<file path="config.mk">
export PLATFORM = sky130hd
export DESIGN_NAME = tt_spine_sel
export DESIGN_NICKNAME = d
export VERILOG_FILES = /design/src/rtl/tt_spine_sel.sv
export SDC_FILE = /design/constraint.sdc
export NUM_CORES = 1
export LEC_CHECK = 0
export ABC_AREA = 1
export BUFFER_PORTS_ARGS = -buffer_cell sky130_fd_sc_hd__clkbuf_2
export CAP_MARGIN = 20
export CELL_PAD_IN_SITES_DETAIL_PLACEMENT = 0
export CELL_PAD_IN_SITES_GLOBAL_PLACEMENT = 2
export CORE_ASPECT_RATIO = 0.5
export CORE_UTILIZATION = 31
export CTS_BUF_LIST = sky130_fd_sc_hd__clkbuf_4
export DETAILED_ROUTE_END_ITERATION = 8
export HOLD_SLACK_MARGIN = 0.02
export PLACE_DENSITY_LB_ADDON = 0.1
export SYNTH_ARGS = -nofsm -noshare
export SYNTH_HDL_FRONTEND = slang
export SYNTH_SLANG_ARGS = --single-unit
export TNS_END_PERCENT = 20
</file>
<file path="constraint.sdc">
create_clock -name clk -period 1.9 [get_ports clk]
set_clock_uncertainty 0.05 [all_clocks]
set_input_delay 0 -clock clk [delete_from_list [all_inputs] [get_ports clk]]
set_output_delay 0 -clock clk [all_outputs]
set_load 0.02 [all_outputs]
</file>
<file path="src/rtl/tt_spine_sel.sv">
// Spine select controller: synchronizes the clear/increment/enable pins, keeps the
// address counter and sequences spine_sel/spine_ena so the bus only moves after a guard time.
module tt_spine_sel #(
  parameter int SEL_W     = 9,
  parameter int MAX_ADDR  = 2**SEL_W-1,
  parameter int GUARD_CYC = 4
) (
  input  logic             clk,
  input  logic             rst,
  input  logic             sel_clr,
  input  logic             sel_inc,
  input  logic             ena_req,
  output logic [SEL_W-1:0] spine_sel,
  output logic             spine_ena,
  output logic             busy,
  output logic [SEL_W-1:0] cur_addr
);

  typedef enum logic [1:0] {S_OFF, S_SETTLE, S_ON, S_DRAIN} state_t;

  localparam logic [7:0]       GUARD = 8'(GUARD_CYC);
  localparam logic [SEL_W-1:0] MAX_A = SEL_W'(MAX_ADDR);
  localparam logic [SEL_W-1:0] ONE_A = SEL_W'(1);

  logic [2:0]       meta_q, sync_q;
  logic             inc_dly_q;
  logic             clr_s, inc_s, req_s, inc_edge;
  logic [SEL_W-1:0] cnt_q, cnt_d;
  logic [SEL_W-1:0] sel_q, sel_d;
  logic [7:0]       timer_q, timer_d;
  logic             ena_q, ena_d;
  state_t           state_q, state_d;

  // Bit order in the synchronizer: {req, inc, clr}
  always_ff @(posedge clk or posedge rst) begin
    if (rst) begin
      meta_q    <= '0;
      sync_q    <= '0;
      inc_dly_q <= 1'b0;
    end else begin
      meta_q    <= {ena_req, sel_inc, sel_clr};
      sync_q    <= meta_q;
      inc_dly_q <= sync_q[1];
    end
  end

  assign clr_s    = sync_q[0];
  assign inc_s    = sync_q[1];
  assign req_s    = sync_q[2];
  assign inc_edge = inc_s & ~inc_dly_q;

  // Clear wins; an increment edge coinciding with a clear is lost
  always_comb begin
    cnt_d = cnt_q;
    if (clr_s)         cnt_d = '0;
    else if (inc_edge) cnt_d = (cnt_q == MAX_A) ? '0 : cnt_q + ONE_A;
  end

  always_ff @(posedge clk or posedge rst) begin
    if (rst) begin
      state_q <= S_OFF;
      timer_q <= '0;
      sel_q   <= '0;
      ena_q   <= 1'b0;
      cnt_q   <= '0;
    end else begin
      state_q <= state_d;
      timer_q <= timer_d;
      sel_q   <= sel_d;
      ena_q   <= ena_d;
      cnt_q   <= cnt_d;
    end
  end

  always_comb begin
    state_d = state_q;
    timer_d = timer_q;
    sel_d   = sel_q;
    case (state_q)
      S_OFF: begin
        sel_d = cnt_q;
        if (req_s) begin
          state_d = S_SETTLE;
          timer_d = GUARD;
        end
      end
      S_SETTLE: begin
        if (!req_s || cnt_q != sel_q) state_d = S_OFF;
        else if (timer_q == 8'd1)     state_d = S_ON;
        else                          timer_d = timer_q - 8'd1;
      end
      S_ON: begin
        if (!req_s || cnt_q != sel_q) begin
          state_d = S_DRAIN;
          timer_d = GUARD;
        end
      end
      S_DRAIN: begin
        // Requests and address moves are deliberately ignored until OFF
        if (timer_q == 8'd1) state_d = S_OFF;
        else                 timer_d = timer_q - 8'd1;
      end
      default: state_d = S_OFF;
    endcase
  end

  always_comb begin
    ena_d = (state_d == S_ON);
    busy  = (state_q == S_SETTLE) || (state_q == S_DRAIN);
  end

  assign spine_sel = sel_q;
  assign spine_ena = ena_q;
  assign cur_addr  = cnt_q;

endmodule

</file>
==> metrics.yaml <==
global_routing:
  grt_overflow: 0
  grt_antenna_before_repair: 0
  grt_use_total_pct: 17.1
  grt_max_degree: 37
  first_global_vias: 1669
  grt_pass1_wl_mm: 8.34
yosys:
  synth.area.top_cells: "dfrtp_1, nand2_1, inv_1"
  syn_nets: 257
  synth_cell_types: 29
  synth_top_area_share_pct: 46.9
  synth_flop_cell: "dfrtp_1"
  avgSynthCellArea_um2: 7.74
  syn_area_um2: 1920
  async_flop_share_pct: 100
  yosysWarnings: 0
  ys_ff_latch: 36
  synth-seq-area-share_pct: 46.9
  synth_edf_count: 0
  synthCells: 248
  synth_top_area_cell: "dfrtp_1"
power_and_ir_drop:
  power_leakage_nw: 1.27
  ir_worst_vdd_mv: 0.514
  cellPowerDensity_nw_per_um2: 1040
setup_path:
  cp-end-kind: "flip-flop"
  critical_path.max_fanout: 4
  start_kind: "flip-flop"
  crit_end: "cur_addr[2]"
  cp.arrival_ns: 2.05
  reg2regPathDepth: 11
  r2r_end: "cur_addr[2]"
  startpoint: "cur_addr[1]"
  required_ns: 2.10
  r2r_slack_ns: 0.06
  r2r-start: "cur_addr[1]"
  crit_type: "reg2reg"
clock_tree:
  clk_pin_slew_ns: 0.11
  cts_tree: "done"
  ctsHtreeMaxLevel: 2
  cts_buffer_depth: 2
  root_buffer: "clkbuf_4"
  cts_made_buffers: 5
  clock_sinks: 36
  worst_skew_pair.late_latency_ns: 0.35
detailed_routing:
  via_count: 1643
  drc: 0
  wl_mm: 4.74
  ant_nets: 0
  drt_iter0_drc: 60
  wl_per_cell_um: 12.6
  vias_per_cell: 4.36
  first_pass_iters: 4
timing:
  setup_tns_ns: 0
  whs_ns: 0.231
  period_needed_ns: 1.84
  setup_viol_count_final: 0
  rsz0062_at_grt: "yes"
  finalHoldViolations: 0
  slew_headroom_pct: 67.6
  final_max_slew_viol_count: 0
  fin_crit_sh_pct: 97.0
  max_freq_mhz: 543
  worst_pin_slew_ns: 0.485
finish:
  area_growth_pct: 24.3
  nets: 302
  fill_cells: 609
  final_util_pct: 41.7
  antennaDiodeCount: 0
  drive_gt1_share_pct: 23.5
place:
  hpwl_mm: 3.41
  port_buffers: 24
  gp_congestion: 0.768
outcome:
  status: "finished, final reports clean"
die:
  ios: 25
  num_rows: 19
  die_h_um: 57.7
  dieArea_um2: 6530
  initial_utilization_pct: 33.5
  core_area_um2: 5730
  die_w_um: 113
hold_path:
  hp-class: "in2reg"
run:
  cap_violations: 0
-- metrics by stage --
stage	cell area, um2	total power [W]	instances	setup slack [ns]
after global routing	2390	0.00274	377	-0.0523
after global placement	2220	0.00209	365	0.0858
after floorplan	1920	0.00180	248	0.0148
after detailed placement	2220	0.00210	365	0.0208
final	2390	0.00247	377	0.0575
after CTS	2310	0.00252	376	0.0137
-- cells in the mapped netlist, types with 2 or more instances --
library cell  number
a21oi_1            2
inv_1             34
inv_2              3
o21ai_0           19
nand2_2            3
nor2_4             3
xor2_1             3
dfrtp_1           36
nor2_1            27
clkbuf_1           2
nand4_1           11
ha_1               4
nand3_1           11
nand2_1           75
-- logic make-up after synthesis --
family | Yosys count | synth area share [%]
xor gates and xnor gates | 4 | 1.82
AOI/OAI and AO/OA | 24 | 6.65
adders and majority gates | 4 | 2.61
DFF | 36 | 46.9
and+or+nand+nor | 140 | 34.2
buffers and inverters | 40 | 7.82
-- placed cells by master (no fill, tap or decap), drive strengths merged --
cell	n
dlygate4sd3	4
dfrtp	36
a21oi	2
or2	1
clkinv	3
inv	37
nor3b	1
xor2	3
o21ai	19
buf	12
xnor2	1
nor4	1
nor3	1
nand3	12
ha	4
nor2	31
a21boi	1
clkbuf	29
nand4	12
nand3b	1
a211oi	1
a21o	1
and2	1
nand2	79
-- sequential cells by signal (all words and copies together) (netlist names) --
register and cells:
timer_q 8, meta_q 3, sync_q 3, cur_addr 9
spine_ena 1, state_q 2, spine_sel 9, inc_dly_q 1
-- worst min-delay path by stage --
stage,end,slack [ns],cells after the start,start
3_3_place_gp,meta_q[0],0.06,1,sel_clr
5_1_grt,meta_q[1],0.22,2,sel_inc
6_report,meta_q[2],0.23,2,ena_req
3_5_place_dp,meta_q[2],0.06,1,ena_req
2_1_floorplan,meta_q[0],-0.02,0,sel_clr
4_1_cts,meta_q[2],0.21,2,ena_req
-- per-layer routing --
metal / GRT usage, % / vias up / part of all wire (%)
met5: 0 / - / 0
met4: 5.64 / 0 / 1.2
met3: 4.71 / 8 / 2.7
met2: 28.3 / 15 / 44
met1: 22.1 / 750 / 52
li1: - / 870 / -
-- worst max-delay path: stages, from the launching register on --
cell and delay, ns:
dfrtp_2 0.41, ha_4 0.15, nand2_4 0.06, nor2_4 0.14, nand2_4 0.07, nor4_4 0.27, ha_2 0.20, nor2_2 0.06
buf_4 0.15, nand2_1 0.05, a21o_1 0.11, inv_1 0.03
-- power by group --
part           internal, W  total (W)  switching (W)
Sequential        0.000889   0.000994       0.000105
Clock             0.000129   0.000390       0.000260
Combinational     0.000380    0.00109       0.000710
Total              0.00140    0.00247        0.00108
-- final cells by class --
type | count | area [um2] | share of cell area, %
Sequential cell | 36 | 905 | 37.9
Inverter | 38 | 143 | 5.97
Timing Repair Buffer | 40 | 250 | 10.5
Multi-Input combinational cell | 172 | 940 | 39.4
Tap cell | 84 | 105 | 4.40
Clock inverter | 2 | 7.51 | 0.314
Clock buffer | 5 | 37.5 | 1.57
-- what timing repair did --
action | in CTS | in global routing
buffers inserted | 0 | 1
hold endpoints to repair | 39 | 0
resized for setup | 0 | 21
endpoints found under the setup margin | 0 | 13
hold buffers | 4 | 0
No activity file was read; power rests on OpenSTA's default activity.
